`config.mk`:
```
export PLATFORM = sky130hd
export DESIGN_NAME = song_sequencer
export DESIGN_NICKNAME = d
export VERILOG_FILES = /design/src/rtl/song_sequencer.sv
export SDC_FILE = /design/constraint.sdc
export NUM_CORES = 1
export LEC_CHECK = 0
export CAP_MARGIN = 20
export CORE_MARGIN = 2
export CORE_UTILIZATION = 42
export CTS_CLUSTER_SIZE = 25
export DETAILED_ROUTE_END_ITERATION = 6
export HOLD_SLACK_MARGIN = 0.08
export PLACE_DENSITY = 0.84
export SYNTH_ARGS = -nofsm -noshare
export SYNTH_HDL_FRONTEND = slang
export SYNTH_SLANG_ARGS = --single-unit
```
`constraint.sdc`:
```
create_clock -name clk -period 2.2 [get_ports clk]
set_input_delay 0.44 -clock clk [delete_from_list [all_inputs] [get_ports clk]]
set_output_delay 0.44 -clock clk [all_outputs]
set_load 0.02 [all_outputs]
```
`src/rtl/song_sequencer.sv`:
```
// song_sequencer: walks a note table in a synchronous-read ROM and drives the buzzer wave generator.
// Build option SEQ_GAP_EN: silences the last tick period of multi-tick notes for articulation.
module song_sequencer #(
  parameter int ADDR_W = 7,
  parameter int DIV_W  = 17,
  parameter int DUR_W  = 6
) (
  input  logic                   clk,
  input  logic                   rst,
  input  logic                   tempo,
  input  logic                   start,
  input  logic                   stop,
  input  logic                   loop,
  output logic [ADDR_W-1:0]      rom_addr,
  input  logic [DIV_W+DUR_W:0]   rom_data,
  output logic [DIV_W-1:0]       div,
  output logic                   enable,
  output logic                   volume,
  output logic                   busy,
  output logic                   done
);

  typedef enum logic [2:0] {IDLE, FETCH, LOAD, PLAY, DONE} state_t;

  state_t            state, state_next;
  logic [2:0]        tempo_sync;  // [1:0] synchronizer, [2] edge-detect history
  logic              tick;
  logic [DUR_W-1:0]  remaining, remaining_next;
  logic [ADDR_W-1:0] rom_addr_next;
  logic [DIV_W-1:0]  div_next;
  logic              enable_next;

  logic [DIV_W-1:0]  entry_div;
  logic [DUR_W-1:0]  entry_dur;
  logic              entry_end;

  assign entry_div = rom_data[DIV_W-1:0];
  assign entry_dur = rom_data[DIV_W+DUR_W-1:DIV_W];
  assign entry_end = rom_data[DIV_W+DUR_W];
  assign tick      = tempo_sync[1] & ~tempo_sync[2];

  always_comb begin
    // NOTE: every output of this block gets a default first, so no path can infer a latch.
    state_next     = state;
    rom_addr_next  = rom_addr;
    div_next       = div;
    enable_next    = enable;
    remaining_next = remaining;

    unique case (state)
      IDLE: begin
        if (start && !stop) begin
          state_next    = FETCH;
          rom_addr_next = '0;
        end
      end
      FETCH: state_next = LOAD;
      LOAD: begin
        if (entry_end) begin
          if (loop) begin
            state_next    = FETCH;
            rom_addr_next = '0;
          end else begin
            state_next = DONE;
          end
        end else begin
          state_next     = PLAY;
          div_next       = entry_div;
          enable_next    = (entry_div != '0);
          remaining_next = (entry_dur == '0) ? DUR_W'(1) : entry_dur;
        end
      end
      PLAY: begin
        if (tick) begin
          if (remaining == DUR_W'(1)) begin
            state_next    = FETCH;
            rom_addr_next = rom_addr + ADDR_W'(1);
          end else begin
            remaining_next = remaining - DUR_W'(1);
`ifdef SEQ_GAP_EN
            // Entering the final tick period of a multi-tick note: mute until the next note loads.
            if (remaining == DUR_W'(2)) enable_next = 1'b0;
`endif
          end
        end
      end
      DONE: begin
        state_next  = IDLE;
        div_next    = '0;
        enable_next = 1'b0;
      end
      default: state_next = IDLE;
    endcase

    // Abort wins over everything once playback is under way.
    if (stop && state != IDLE) begin
      state_next  = IDLE;
      div_next    = '0;
      enable_next = 1'b0;
    end
  end

  always_ff @(posedge clk or posedge rst) begin
    if (rst) begin
      state      <= IDLE;
      tempo_sync <= '0;
      rom_addr   <= '0;
      div        <= '0;
      enable     <= 1'b0;
      remaining  <= '0;
      busy       <= 1'b0;
      volume     <= 1'b0;
      done       <= 1'b0;
    end else begin
      // NOTE: non-blocking assignments here so every flop samples pre-edge values.
      tempo_sync <= {tempo_sync[1:0], tempo};
      state      <= state_next;
      rom_addr   <= rom_addr_next;
      div        <= div_next;
      enable     <= enable_next;
      remaining  <= remaining_next;
      busy       <= (state_next != IDLE);
      volume     <= (state_next != IDLE);
      done       <= (state_next == DONE);
    end
  end

endmodule

```
* Yosys cells after proc, flatten, opt, wreduce, memory -nomap -nowiden
Cells that the tools add are included.
Storage, ports and cells: bits in registers 39, bits in latches 0, memory bits (writable) 0, bits in read-only memories 0, bits of input ports 30, output and inout bits 28, memories 0
Cells by class: add/sub/neg operators 2, $mul 0, div/mod/pow operators 0, magnitude comparators 0, eq/ne operators 14, shift-type cells 0, muxes and demuxes 24, bitwise operators 2, reduce and logical (&&, ||, !) cells 14
Operator list (number):
- 7-bit two-way mux | 5
- 17-bit two-way mux | 2
- 17-bit case mux with 2 select lines | 1
- 6-bit two-way mux | 4
- 7-bit case mux with 3 select lines | 1
- 3-bit two-way mux | 6
- 17-bit nonzero test | 1
- 2-bit != test, second input constant | 7
- 3-bit case mux with 4 select lines | 1
- 6-bit case mux with 2 select lines | 1
- 3-bit nonzero test | 4
- 7-bit by 1-bit adder with 7-bit output, second input constant | 1
- 3-bit by 2-bit == test with 1-bit output, second input constant | 2
- 3-bit == test, second input constant | 2
- 6-bit by 1-bit == test with 1-bit output, second input constant | 1
- 6-bit zero test | 1
- 6-bit AND reduction | 1
- 6-bit by 1-bit subtractor with 6-bit output, second input constant | 1
- 4-bit AND reduction | 1
- 3-bit by 1-bit == test with 1-bit output, second input constant | 1
- 3-bit zero test | 1
- 3-bit != test, second input constant | 1
- 1-bit logical AND | 2
- 1-bit two-way mux | 2
- 6 further kinds | 6

* Logic depth before layout (Yosys ltp)
Gate-level depths: netlist of run 1.
depth in word-level cells 6, depth in mapped cells 6, depth with buffers taken out 6

* Worst setup path before layout of run 1
No wires, ideal clock.
path type reg2reg, start point register remaining[1], end point register rom_addr[0], library setup time 125 ps, data arrival time 1878 ps, required time 2075 ps, setup slack 196 ps, stages on the path, launching flop included 7, path buffers 0, path through dfrtp_1 > inv_1 > ha_1 > nor4bb_1 > a21boi_0 > or3_4 > mux2_4
On the way: longest elaborated chain between the ends 3
RTL lines:
- start: declaration | RTL line 28 | logic [DUR_W-1:0] remaining, remaining_next;
- start signal: assignment | RTL line 121 | remaining <= remaining_next;
- 6-bit by 1-bit == test with 1-bit output | RTL line 75 | if (remaining == DUR_W'(1)) begin
- 2-bit != test (no line)
- 6-bit AND reduction (no line)
- end signal: assignment | RTL line 118 | rom_addr <= rom_addr_next;
- end: declaration | RTL line 14 | output logic [ADDR_W-1:0] rom_addr,
Every way passes these cells. A chain may end at the register's enable or synchronous reset.

* Final worst setup path of run 1
start point input start, end point register rom_addr[5]
On the way: longest elaborated chain between the ends 3
RTL lines:
- start: declaration | RTL line 11 | input logic start,
- 1-bit logical AND | RTL line 52 | if (start && !stop) begin
- 2-bit != test (no line)
- 6-bit AND reduction (no line)
Every way passes these cells.

==> reports/results.tsv, run 1 <==
stage	metric	value	unit
outcome	outcome	completed	
detailed_routing	drt_first_iter_violations	157	
finish	layout-drive-gt1-share	0.125	
finish	areaGrowthSynthToFinish	43.3	%
sta	finClkSkew	0.00266	ns
global_route	first_global_vias	1726	
placed_design	placedInstanceArea	2690	um^2
logic_synthesis	netlist_area	1950	um^2
clock_network	clock_sinks	39	
worst_setup_path	worstPathArrival	2.23	ns
die	die_width	72.2	um
clock_network	cts_tree	done	
detailed_routing	wirelength	4520	um
detailed_routing	routed_wire_length_per_instance	14.7	um
sta	grt_setup_unrepaired	false	
sta	tightest_slew	0.478	ns
clock_network	level_count_of_the_clock_h_tree	2	
sta	final.hold.worst_slack	0.376	ns
logic_synthesis	synth-warning-count	0	
worst_setup_path	worstPathCellList	clkdlybuf4s50_1, or4b_1, o21a_2, buf_12, nor4b_1, mux2i_1	
placed_design	placed_cells_incl_taps	301	
finish	antenna_cells_inserted	0	
placed_design	dp_hpwl	3300	um
die	boundaryPins	58	
detailed_routing	ant_nets	0	
logic_synthesis	share_of_the_yosys_chip_area_belonging_to_registers	0.500	
worst_setup_path	r2r_setup_slk	0.23	ns
die	design.die.area	5210	um^2
detailed_routing	vias_post_dr	1728	
worst_setup_path	worst_ep_required_time	2.42	ns
finish	nets	289	
flow_run	drv_cap	0	
sta	final-hold-violation-count	0	
die	floorplan.initialDensity	0.442	
detailed_routing	total_drc_errors_in_the_routed_layout	0	
logic_synthesis	yosys_register_bits	39	
worst_setup_path	crit_path_max_incr_delay	0.47	ns
worst_setup_path	critical_path.endpoint_type	register	
sta	maxSlewHeadroom	0.681	
clock_network	cts_post_setup_buffers_inserted	0	
hold_path	min-delay-path-class	register to register	
logic_synthesis	post-synth-top-area-cell	sky130_fd_sc_hd__dfrtp_1	
logic_synthesis	synthCells	184	
hold_path	min-delay-start	tempo_sync[0]	
sta	fin_crit	2.01	ns
global_route	number_of_antenna_violations_at_the_first_check_in_global_routing	0	
sta	fin_crit_sh	0.914	
global_route	grt_pass1_wl	7760	um
clock_network	cts_buffers	5	
sta	report.final.setup_viol	0	
worst_setup_path	cp_launch_type	input pin	
placed_design	gp_congestion	0.909	
placed_design	port_buffers	57	
clock_network	ctsResizeCount	0	
clock_network	clk_root_buffer_cell	sky130_fd_sc_hd__clkbuf_8	
sta	setup_ws_post_layout	0.188	ns
logic_synthesis	yosys.area.top_type_share	0.500	
worst_setup_path	setup.worst_path.class	input pin to register	
logic_synthesis	postSynthAreaPerCell	10.6	um^2
pwr	power_density	699	nW/um^2
finish	instances_no_fill	308	
global_route	grt_max_degree	40	
worst_setup_path	worst_setup_path_startpoint	start	
pwr	peakVddDrop	0.437	mV
placed_design	preCtsSetupSlack	-0.108	ns
global_route	grt_use_total	0.187	
die	fp.coreArea	4410	um^2
die	die_h	72.2	um
detailed_routing	via_per_inst	5.61	
detailed_routing	detailedRoute.firstPassIterationCount	4	
finish	final_design_area_no_fill	2800	um^2
die	std_cell_rows	24	
logic_synthesis	syn-num-nets	217	
sta	max_freq	0.497	GHz
clock_network	clk_pin_slew	0.08	ns
logic_synthesis	main_area_contributors_after_synthesis	sky130_fd_sc_hd__dfrtp_1 (50%), sky130_fd_sc_hd__a22o_1 (8.1%), sky130_fd_sc_hd__mux2i_1 (3.6%), sky130_fd_sc_hd__o31ai_1 (3.5%), sky130_fd_sc_hd__nor4_1 (2.2%)	
global_route	grt_overflow_total	0	
pwr	power.static_leakage	1.19	nW
worst_setup_path	worst-path-max-fanout	11	
logic_synthesis	synth.distinct_cells	44	
clock_network	clock_insertion_delay_worst_skew	0.29	ns
worst_setup_path	crit_path_top_delay_cell	sky130_fd_sc_hd__clkdlybuf4s50_1	
clock_network	clk_path_buf_depth	2	
clock_network	cts_hold_repair.buffers	0	
worst_setup_path	r2r-start	remaining[1]	
sta	drv_slew	0	
finish	final_core_utilization	0.634	
[worst max-delay path: cells and delay by family]
family	cells	cell delay (ns)
buffers and inverters	2	0.61
muxes	1	0.22
AOI/OAI and AO/OA	1	0.16
and+or+nand+nor	2	0.80
[where the power goes]
group	total, mW	internal (mW)	switching (mW)
registers	0.896	0.799	0.0971
logic	0.477	0.250	0.227
clock network	0.583	0.331	0.252
[metal layers]
layer | global-route usage | share of wire
met5 | 0 | 0
met3 | 0.0583 | 0.077
met2 | 0.294 | 0.46
met1 | 0.248 | 0.45
met4 | 0.0608 | 0.013
[final timing paths]
check / endpoint / cells after the start
hold reg to reg: tempo_sync[1] / 0
setup / recovery: rom_addr[5] / 6
max in group asynchronous: remaining[1] / 3
setup reg to reg: rom_addr[5] / 7
hold / removal: tempo_sync[1] / 0
min in group asynchronous: div[6] / 3
[registers in the layout, summed over array words and instances, names as in the netlist]
| signal | count |
|---|---|
| busy | 1 |
| div | 17 |
| done | 1 |
| enable | 1 |
| remaining | 6 |
| rom_addr | 7 |
| state | 3 |
| tempo_sync | 3 |
[Yosys cell counts (all sizes together)]
master   instances
nand3b           1
nor3             4
mux2             2
and3b            1
a211oi           2
o211ai           1
or4              2
nor4             7
nor2            11
o31ai            9
a221oi           1
nand3            7
nand2b           3
and2             2
o21a             1
nor4b            1
a21oi            7
inv             10
o21ai            7
clkbuf           7
nand2            6
a2bb2oi          2
nor4bb           1
or3              2
a221o            1
dfrtp           39
ha               3
o221a            1
o2bb2a           1
buf              3
nor2b            5
a21boi           1
and4             1
mux2i            7
o22ai            2
nand4            3
a22o            18
or4b             2
[final cells by class]
| cell class | instances | area (um^2) |
|---|---|---|
| tap | 52 | 65.1 |
| clock inverter | 2 | 37.5 |
| clock buffer | 5 | 68.8 |
| inverter | 10 | 37.5 |
| multi-input combinational | 125 | 893 |
| timing repair buffer | 75 | 718 |
| fill | 348 | 1620 |
| sequential | 39 | 976 |
[through the flow]
step	TNS, ns	power [mW]
floorplan	0	1.14
global placement	-0.294	1.37
detailed placement	-0.546	1.38
CTS	0	1.96
global route	0	2.06
finish	0	1.96
[cells by family (layout without fill, tap and decap cells)]
| logic type | after synthesis | count (layout) | synth area share |
|---|---|---|---|
| adder cells (fa/ha/maj) | 3 | 3 | 0.0192 |
| flip-flops | 39 | 39 | 0.500 |
| buffers and inverters | 20 | 92 | 0.0449 |
| AO/OA/AOI/OAI | 54 | 54 | 0.212 |
| multiplexers | 9 | 9 | 0.0494 |
| AND/OR/NAND/NOR | 59 | 59 | 0.174 |
[cells in the final DEF (no fill, tap or decap), types with 3 or more instances in the layout]
cell type	netlist	final
sky130_fd_sc_hd__nor3_1	4	3
sky130_fd_sc_hd__nand2_1	6	6
sky130_fd_sc_hd__ha_1	3	3
sky130_fd_sc_hd__inv_1	10	10
sky130_fd_sc_hd__clkdlybuf4s50_1	0	57
sky130_fd_sc_hd__buf_4	1	17
sky130_fd_sc_hd__nand2b_1	3	3
sky130_fd_sc_hd__nor2_1	11	11
sky130_fd_sc_hd__o21ai_0	5	5
sky130_fd_sc_hd__a22o_1	18	18
sky130_fd_sc_hd__clkbuf_8	0	5
sky130_fd_sc_hd__nand3_1	7	7
sky130_fd_sc_hd__nor4_1	7	7
sky130_fd_sc_hd__nor2b_1	5	5
sky130_fd_sc_hd__a21oi_1	7	7
sky130_fd_sc_hd__dfrtp_1	39	39
sky130_fd_sc_hd__mux2i_1	7	7
sky130_fd_sc_hd__nand4_1	3	3
sky130_fd_sc_hd__o31ai_1	9	9
No activity file was read; power rests on OpenSTA's default activity.
==> run 2, diff against run 1 <==
Settings changed: SKIP_CTS_REPAIR_TIMING set to 1.
==> results of run 2 <==
Final layout, timing and power as in run 1 (identical DEF).
